File: src/rtl/rcosc_ctrl_if.sv
// Signal bundle between the RC oscillator controller and its surroundings.
// master drives the request and raw oscillator clock; slave is the controller.
interface rcosc_ctrl_if #(
  parameter int CNT_W = 16
) ();
  logic             osc_req;
  logic             osc_clk;
  logic             osc_en;
  logic             osc_ready;
  logic             osc_fail;
  logic [1:0]       osc_state;
  logic [CNT_W-1:0] osc_period;

  modport master (
    output osc_req,
    output osc_clk,
    input  osc_en,
    input  osc_ready,
    input  osc_fail,
    input  osc_state,
    input  osc_period
  );

  modport slave (
    input  osc_req,
    input  osc_clk,
    output osc_en,
    output osc_ready,
    output osc_fail,
    output osc_state,
    output osc_period
  );
endinterface

File: src/rtl/rcosc_ctrl.sv
// Enable/startup sequencer and loss-of-clock monitor for the on-chip RC oscillator;
// also reports the oscillator period in system clock cycles.
module rcosc_ctrl #(
  parameter int SYNC_STAGES    = 2,
  parameter int STARTUP_EDGES  = 8,
  parameter int TIMEOUT_CYCLES = 1000,
  parameter int CNT_W          = 16
) (
  input  logic         clk,
  input  logic         resetn,
  rcosc_ctrl_if.slave  osc
);

  localparam int               E_W       = (STARTUP_EDGES > 1) ? $clog2(STARTUP_EDGES) : 1;
  localparam logic [E_W-1:0]   E_LAST    = E_W'(STARTUP_EDGES - 1);
  localparam logic [CNT_W-1:0] G_TIMEOUT = CNT_W'(TIMEOUT_CYCLES);
  localparam logic [CNT_W-1:0] G_MAX     = '1;

  typedef enum logic [1:0] {
    ST_OFF   = 2'b00,
    ST_START = 2'b01,
    ST_RUN   = 2'b10,
    ST_FAIL  = 2'b11
  } state_e;

  state_e           state_q, state_d;
  logic [E_W-1:0]   e_q, e_d;
  logic [CNT_W-1:0] g_q, g_d;
  logic [CNT_W-1:0] period_q, period_d;
  logic             en_q, ready_q, fail_q;

  logic [SYNC_STAGES-1:0] sync_q;
  logic                   delay_q;
  logic                   osc_edge;

  // Synchronizer runs in every state so a restart sees clean history.
  always_ff @(posedge clk) begin
    if (!resetn) begin
      sync_q  <= '0;
      delay_q <= 1'b0;
    end else begin
      sync_q  <= {sync_q[SYNC_STAGES-2:0], osc.osc_clk};
      delay_q <= sync_q[SYNC_STAGES-1];
    end
  end

  assign osc_edge = sync_q[SYNC_STAGES-1] & ~delay_q;

  always_comb begin
    state_d  = state_q;
    e_d      = e_q;
    period_d = period_q;
    g_d      = '0;

    unique case (state_q)
      ST_OFF: begin
        if (osc.osc_req) state_d = ST_START;
      end
      ST_START: begin
        if (!osc.osc_req) begin
          state_d = ST_OFF;
        end else if (osc_edge) begin
          if (e_q == E_LAST) state_d = ST_RUN;
          else               e_d     = e_q + E_W'(1);
        end else if (g_q == G_TIMEOUT) begin
          state_d = ST_FAIL;
        end
      end
      ST_RUN: begin
        if (!osc.osc_req) begin
          state_d = ST_OFF;
        end else if (osc_edge) begin
          period_d = (g_q == G_MAX) ? G_MAX : g_q + CNT_W'(1);
        end else if (g_q == G_TIMEOUT) begin
          state_d = ST_FAIL;
        end
      end
      ST_FAIL: begin
        if (!osc.osc_req) state_d = ST_OFF;
      end
      default: state_d = ST_OFF;
    endcase

    // Edge count only survives while sitting in START.
    if (state_d != ST_START) e_d = '0;

    // Gap counter runs only while staying in START/RUN; entry from OFF and
    // every detected edge restart it from zero.
    if ((state_q == ST_START || state_q == ST_RUN) &&
        (state_d == ST_START || state_d == ST_RUN) && !osc_edge) begin
      g_d = (g_q == G_MAX) ? G_MAX : g_q + CNT_W'(1);
    end
  end

  always_ff @(posedge clk) begin
    if (!resetn) begin
      state_q  <= ST_OFF;
      e_q      <= '0;
      g_q      <= '0;
      period_q <= '0;
      en_q     <= 1'b0;
      ready_q  <= 1'b0;
      fail_q   <= 1'b0;
    end else begin
      state_q  <= state_d;
      e_q      <= e_d;
      g_q      <= g_d;
      period_q <= period_d;
      en_q     <= (state_d == ST_START) || (state_d == ST_RUN);
      ready_q  <= (state_d == ST_RUN);
      fail_q   <= (state_d == ST_FAIL);
    end
  end

  assign osc.osc_en     = en_q;
  assign osc.osc_ready  = ready_q;
  assign osc.osc_fail   = fail_q;
  assign osc.osc_state  = state_q;
  assign osc.osc_period = period_q;

endmodule

File: src/flat_wrapper.sv
// flat-port wrapper written by rule: the top's interface ports become plain ports
module rcosc_ctrl_flat 
#(
  parameter int SYNC_STAGES    = 2,
  parameter int STARTUP_EDGES  = 8,
  parameter int TIMEOUT_CYCLES = 1000,
  parameter int CNT_W          = 16
)
  (clk, resetn, osc_osc_req, osc_osc_clk, osc_osc_en, osc_osc_ready, osc_osc_fail, osc_osc_state, osc_osc_period);
  rcosc_ctrl_if #(.CNT_W(CNT_W)) osc_i ();
  input  logic clk;
  input  logic resetn;
  input wire logic [$bits(osc_i.osc_req)-1:0] osc_osc_req;
  input wire logic [$bits(osc_i.osc_clk)-1:0] osc_osc_clk;
  output wire logic [$bits(osc_i.osc_en)-1:0] osc_osc_en;
  output wire logic [$bits(osc_i.osc_ready)-1:0] osc_osc_ready;
  output wire logic [$bits(osc_i.osc_fail)-1:0] osc_osc_fail;
  output wire logic [$bits(osc_i.osc_state)-1:0] osc_osc_state;
  output wire logic [$bits(osc_i.osc_period)-1:0] osc_osc_period;
  assign osc_i.osc_req = osc_osc_req;
  assign osc_i.osc_clk = osc_osc_clk;
  assign osc_osc_en = osc_i.osc_en;
  assign osc_osc_ready = osc_i.osc_ready;
  assign osc_osc_fail = osc_i.osc_fail;
  assign osc_osc_state = osc_i.osc_state;
  assign osc_osc_period = osc_i.osc_period;
  rcosc_ctrl #(.SYNC_STAGES(SYNC_STAGES), .STARTUP_EDGES(STARTUP_EDGES), .TIMEOUT_CYCLES(TIMEOUT_CYCLES), .CNT_W(CNT_W)) u_core (.clk(clk), .resetn(resetn), .osc(osc_i));
endmodule
File: config.mk
export PLATFORM = sky130hd
export DESIGN_NAME = rcosc_ctrl_flat
export DESIGN_NICKNAME = d
export VERILOG_FILES = /design/src/rtl/rcosc_ctrl_if.sv /design/src/rtl/rcosc_ctrl.sv /design/src/flat_wrapper.sv
export SDC_FILE = /design/constraint.sdc
export NUM_CORES = 1
export LEC_CHECK = 0
export ABC_CLOCK_PERIOD_IN_PS = 2600
export BUFFER_PORTS_ARGS = -buffer_cell sky130_fd_sc_hd__buf_2
export CAP_MARGIN = 15
export CELL_PAD_IN_SITES_DETAIL_PLACEMENT = 0
export CELL_PAD_IN_SITES_GLOBAL_PLACEMENT = 1
export CORE_ASPECT_RATIO = 2
export CORE_MARGIN = 4
export CORE_UTILIZATION = 38
export DETAILED_ROUTE_END_ITERATION = 7
export GPL_TIMING_DRIVEN = 0
export PLACE_DENSITY = 0.82
export SYNTH_ARGS = -nofsm -noshare
export SYNTH_HDL_FRONTEND = slang
export SYNTH_SLANG_ARGS = --single-unit
File: constraint.sdc
create_clock -name clk -period 2.6 [get_ports clk]
set_input_delay 0.26 -clock clk [delete_from_list [all_inputs] [get_ports clk]]
set_output_delay 0.26 -clock clk [all_outputs]
set_load 0.02 [all_outputs]
==> metrics.cfg, run 1 <==
[run_status]
outcome = complete, but fails checks
violations = setup timing

[clock_network]
numClockSinks = 43
insertion_delay_ns = 0.30
holdBufCountCts = 0
numCtsBuffers = 5
cts_root_buffer = clkbuf_8
htree_levels = 2
clkTransAtPathRegs_ns = 0.08
cts_buffer_depth = 2
tritoncts = done

[grt]
grt_first_pass_wirelength_um = 7670
grt_overflow = 0
antenna_found_initial = 0
grt_max_degree = 14
track_usage_pct = 16.1
first_global_vias = 1629

[layout]
insertedDiodeCount = 0
n_fill_cell = 501
finish.instance_area_um2 = 2420
final_cell_mix = dfxtp_1, nor2_1, buf_2, o21ai_0
mostFrequentLayoutCell = dfxtp_1
layout-drive-gt1-share_pct = 26.4
area_delta_synth_final_pct = 27.3
fin_nets = 268
stdcell_count = 311

[floorplan]
dieArea_um2 = 6280
core_um2 = 4860
die_h_um = 108
rows = 36
initial_core_util_pct = 39.1
io_pins = 25
die_w_um = 58.1

[yosys]
synth_top_area_share_pct = 45.2
yosysSeqAreaShare_pct = 45.2
syn_inst = 213
ys_types = 37
synth_area_leaders = dfxtp_1, ha_1, nor2_1
synth.largest_area_cell = dfxtp_1
synth_warnings = 0
syn_area_um2 = 1900
synth_nets = 228
syn_area_per_cell_um2 = 8.94
ys_seq_elements = 43

[timing]
tns_ns = -0.443
tightest_slew_ns = 0.543
fin_crit_sh_pct = 102
hold_violations = 0
period_minus_slack_ns = 2.65
maxSlewHeadroom_pct = 63.5
max_clock_freq_mhz = 377
whs_ns = 0.170
final.setup_skew_ns = 0.00486
rsz0062_at_grt = true
setup_viol = 14
drv_slew = 0
layout_setup_ws_ns = -0.0538

[drt]
drtAntennaViolNets = 0
wl_per_cell_um = 15.1
drc_errors = 0
wirelength_um = 4690
drt_iter0_drc = 38
drtPass1Iterations = 4
via_per_inst = 5.37
vias = 1670

[place]
placed_cells = 294
dp.final_hpwl_um = 3410
place_congestion = 0.800
port_buffers = 24
post_dp_cell_area_um2 = 2130

[pwr]
power_density_nw_per_um2 = 566
p_sw_share_pct = 20.9
p_sw_mw = 0.286
p_leak_nw = 0.901
p_comb_share_pct = 6.4
seq_power_share_pct = 48.7
p_clk_share_pct = 44.9
ir_drop_v = 0.000395
p_int_mw = 1.08

[critical_path]
crit_top_cell = ha_4
required_ns = 2.84
critPathLaunchType = flop
crit_slowest_cell = or4b_4
slowest_delay_ns = 0.47
cp_max_fo = 7
end_kind = flop
crit_arrival_ns = 2.89
crit_chain = inv_4 -> ha_4 -> or4b_4 -> nor4_4 -> a211oi_2 -> or3_4 -> ha_4 -> nor2_4 -> nand3_4 -> buf_4 -> a21oi_1
path_class = flop to flop
critical-path-top-delay-family = simple AND/OR/NAND/NOR gates
path_buf_inv = 2

[run]
cap_violations = 0

[min_path]
min_path_type = input pin to flop

[layout make-up]
cell class | count | area, um2 | share of cell area, %
plain buffers | 6 | 33.8 | 1.39
clock buffers | 6 | 72.6 | 2.99
clock inverters | 2 | 60.1 | 2.48
inverters | 10 | 40.0 | 1.65
multi-input cells | 154 | 1080 | 44.7
flip-flops and latches | 43 | 866 | 35.7
well taps | 57 | 71.3 | 2.94
repair buffers | 33 | 198 | 8.16
[timing repair]
| action | in CTS | in global routing |
|---|---|---|
| cloned | 1 | 0 |
| setup endpoints to repair | 16 | 18 |
| gates resized for setup | 15 | 10 |
| setup buffers | 5 | 3 |
| pin swaps | 18 | 2 |
[power groups by stage]
| stage | sequential [mW] | combinational [mW] | clock (mW) |
|---|---|---|---|
| 3_5_place_dp | 0.684 | 0.0670 | 0 |
| 6_report | 0.668 | 0.0873 | 0.616 |
| 3_3_place_gp | 0.684 | 0.0660 | 0 |
| 5_1_grt | 0.670 | 0.0946 | 0.652 |
| 2_1_floorplan | 0.687 | 0.0414 | 0 |
| 4_1_cts | 0.668 | 0.0835 | 0.631 |
[cells in the mapped netlist (all sizes together)]
master / n
dfxtp: 43
nor2: 36
a21oi: 12
o21ai: 12
ha: 11
nand2: 11
inv: 9
nand3: 8
a211oi: 6
and2: 6
clkbuf: 6
mux2i: 5
nor3: 5
nor4: 5
xnor2: 5
a31oi: 4
nand4: 4
xor2: 4
nand2b: 3
a311oi: 2
and3: 2
o21a: 2
or3: 2
a2111oi: 1
a2bb2oi: 1
and2b: 1
clkinv: 1
mux2: 1
nand3b: 1
o22ai: 1
o31ai: 1
or4: 1
or4b: 1
[worst reg2reg max path, stage by stage (launching register included)]
cell and delay (ns):
dfxtp_4 0.36, inv_4 0.05, ha_4 0.12, or4b_4 0.47, nor4_4 0.30, a211oi_2 0.11
or3_4 0.40, ha_4 0.23, nor2_4 0.13, nand3_4 0.15, buf_4 0.18, a21oi_1 0.10
[registers in the layout, summed over array words and instances (netlist names), 2 cells and up]
| signal | flops |
|---|---|
| u_core.osc.osc_state | 2 |
| u_core.osc.osc_period | 16 |
| u_core.e_q | 3 |
| u_core.sync_q | 2 |
| u_core.g_q | 16 |
[worst paths after layout]
path                                  startpoint                to  slack (ns)  cells after the start
worst max-delay path               u_core.g_q[0]     u_core.g_q[9]       -0.05                     11
worst min-delay path                 osc_osc_clk  u_core.sync_q[0]        0.17                      2
worst max register to register     u_core.g_q[0]     u_core.g_q[9]       -0.05                     11
worst min register to register  u_core.sync_q[0]  u_core.sync_q[1]        0.44                      1
[layer usage]
layer,routed length [um],up-vias,GRT usage [%]
met5,0,-,0
met1,1670,789,16.1
met2,2710,38,30.2
li1,-,830,-
met3,153,13,2.15
met4,157,0,9.45
[stage by stage]
stage	utilization [%]	setup WS, ns	total power, mW
2_1_floorplan	-	0.0376	0.729
3_3_place_gp	43.7	-0.312	0.750
3_5_place_dp	43.7	-0.317	0.751
4_1_cts	48.6	-0.0512	1.38
5_1_grt	49.8	-0.181	1.42
6_report	49.8	-0.0538	1.37
[kinds of logic after synthesis]
logic type,after synthesis,synth area share (%)
compound gates,42,13.3
buf+inv,16,3.15
fa+ha+maj,11,7.23
xor+xnor,9,4.14
flops,43,45.2
mux,6,3.22
simple gates,86,23.7
(Power assumes the default switching activity.)
==> run 2: changes to the inputs <==
Settings changed: SETUP_SLACK_MARGIN set to 0.15.
==> run 2 against run 1 <==
  * Critical path type unchanged
  * Sequential power is essentially flat
  * Sequential share of layout area increased by 0.15 points
  * The run still ends with setup timing left
  * Largest cell class unchanged
  * Critical endpoint is now u_core.g_q[4]
  * Highest routed layer unchanged
  * Count of clock-buffer cells in the layout shrank 1
==> metrics.cfg, run 2 (same netlist as run 1, synthesis figures left out) <==
[run_status]
outcome = complete, but fails checks
violations = setup timing

[floorplan]
die_w_um = 58.1  ; unchanged
core_um2 = 4860  ; unchanged
initial_core_util_pct = 39.1  ; unchanged
io_pins = 25  ; unchanged
die_h_um = 108  ; unchanged
rows = 36  ; unchanged
dieArea_um2 = 6280  ; unchanged

[grt]
antenna_found_initial = 0  ; unchanged
grt_first_pass_wirelength_um = 7920  ; +3.3%
grt_max_degree = 15  ; +1
grt_overflow = 0  ; unchanged
track_usage_pct = 16.8  ; +0.68 points
first_global_vias = 1696  ; +4.1%

[layout]
insertedDiodeCount = 0  ; unchanged
area_delta_synth_final_pct = 26.7
n_fill_cell = 479  ; -4.4%
mostFrequentLayoutCell = dfxtp_1
fin_nets = 267  ; -0.37%
multiInputGateArea_um2 = 1120  ; +3.4%
stdcell_count = 310  ; -0.32%
final_cell_mix = dfxtp_1, nor2_1, buf_2, o21ai_0, a21oi_1
layout-drive-gt1-share_pct = 29.6  ; +3.3 points
post-route-util_pct = 49.6  ; -0.21 points
ff_latch_area_um2 = 866  ; unchanged

[timing]
whs_ns = 0.152  ; -0.0181 ns
drv_slew = 0  ; unchanged
layout_setup_ws_ns = -0.142  ; -0.0879 ns
final.setup_skew_ns = 0.00980  ; +0.00495 ns
fin_crit_sh_pct = 105  ; +3.4 points
maxSlewHeadroom_pct = 62.9  ; -0.57 points
rsz0062_at_grt = true
tightest_slew_ns = 0.550  ; +0.00697 ns
hold_violations = 0  ; unchanged
period_minus_slack_ns = 2.74  ; +0.0879 ns
setup_viol = 16  ; +2
max_clock_freq_mhz = 365  ; -3.2%

[pwr]
power_density_nw_per_um2 = 499  ; -12%
ir_drop_v = 0.000281  ; -29%
p_leak_nw = 0.870  ; -3.4%

[critical_path]
path_buf_inv = 2  ; unchanged
crit_top_cell = ha_4
critical-path-top-delay-family = simple AND/OR/NAND/NOR gates
crit_chain = inv_2 -> ha_4 -> or4b_4 -> nor4_4 -> a211oi_2 -> or3_4 -> ha_4 -> nor2_4 -> nand3_4 -> buf_4 -> nor3_2
path_class = flop to flop
cp_max_fo = 8  ; +1
slowest_delay_ns = 0.47  ; about the same
crit_arrival_ns = 2.98  ; +0.09 ns
crit_slowest_cell = or4b_4
required_ns = 2.84  ; about the same
critPathLaunchType = flop
end_kind = flop

[clock_network]
numClockSinks = 43  ; unchanged
insertion_delay_ns = 0.31  ; about the same
cts_root_buffer = clkbuf_8
clkTransAtPathRegs_ns = 0.09  ; about the same
cts_buffer_depth = 2  ; unchanged
numCtsBuffers = 5  ; unchanged
tritoncts = done
htree_levels = 2  ; unchanged

[drt]
drt_iter0_drc = 33  ; -13%
wl_per_cell_um = 15.6  ; +3.8%
via_per_inst = 5.29  ; -1.5%
drc_errors = 0  ; unchanged
drtAntennaViolNets = 0  ; unchanged
wirelength_um = 4850  ; +3.5%
drtPass1Iterations = 4  ; unchanged
vias = 1639  ; -1.9%

[place]
place_congestion = 0.819  ; +2.5%
port_buffers = 24  ; unchanged
dp.final_hpwl_um = 3560  ; +4.4%
placed_cells = 294  ; unchanged
place_ws_ns = -0.168  ; +0.149 ns

[run]
cap_violations = 0  ; unchanged

[min_path]
min_path_type = input pin to flop

[run 2: worst paths after layout]
path | start | endpoint | slack [ns] | cells past startpoint
worst max-delay path | u_core.g_q[0] | u_core.g_q[4] | -0.14 | 11
worst min-delay path | osc_osc_clk | u_core.sync_q[0] | 0.15 | 2
worst max register to register | u_core.g_q[0] | u_core.g_q[4] | -0.14 | 11
worst min register to register | u_core.sync_q[0] | u_core.sync_q[1] | 0.44 | 1
[run 2: metrics by stage]
step	total power, mW	instance area (um2)	setup TNS, ns
3_5_place_dp	0.757	2140	-1.86
2_1_floorplan	0.734	1950	0
3_3_place_gp	0.755	2140	-1.64
4_1_cts	1.19	2340	-0.957
5_1_grt	1.24	2410	-3.38
6_report	1.20	2410	-1.65
[run 2: worst register-to-register path, delay by kind of cell, from the launching register on]
kind / cells / cell delay (ns)
compound gates: 1 / 0.12
fa+ha+maj: 2 / 0.35
buf+inv: 2 / 0.24
flops: 1 / 0.36
simple gates: 6 / 1.62
[run 2: repair_timing]
action	4_1_cts	5_1_grt
hold endpoints to repair	0	0
resized for setup	15	20
pin swaps	9	12
setup endpoints to repair	19	20
gates cloned	1	0
buffers inserted	6	1
hold buffers	0	0
[run 2: cell type report]
type	instances	area share, %
Multi-Input combinational cell	154	46.3
Sequential cell	43	35.9
Timing Repair Buffer	32	8.09
Tap cell	57	2.95
Clock buffer	5	2.85
Inverter	10	1.66
Buffer	6	1.40
Clock inverter	3	0.829
[run 2: report_power, final]
part           internal [mW]  switching (mW)
clock network          0.187           0.248
logic                 0.0440          0.0558
registers              0.663         0.00473
[run 2: layer usage]
metal	vias to the layer above	part of all wire (%)	global-route usage, %
met5	-	0	0
met4	0	3.4	8.79
met3	10	2.7	2.99
met2	27	59	33.3
met1	783	35	15.2
li1	819	-	-
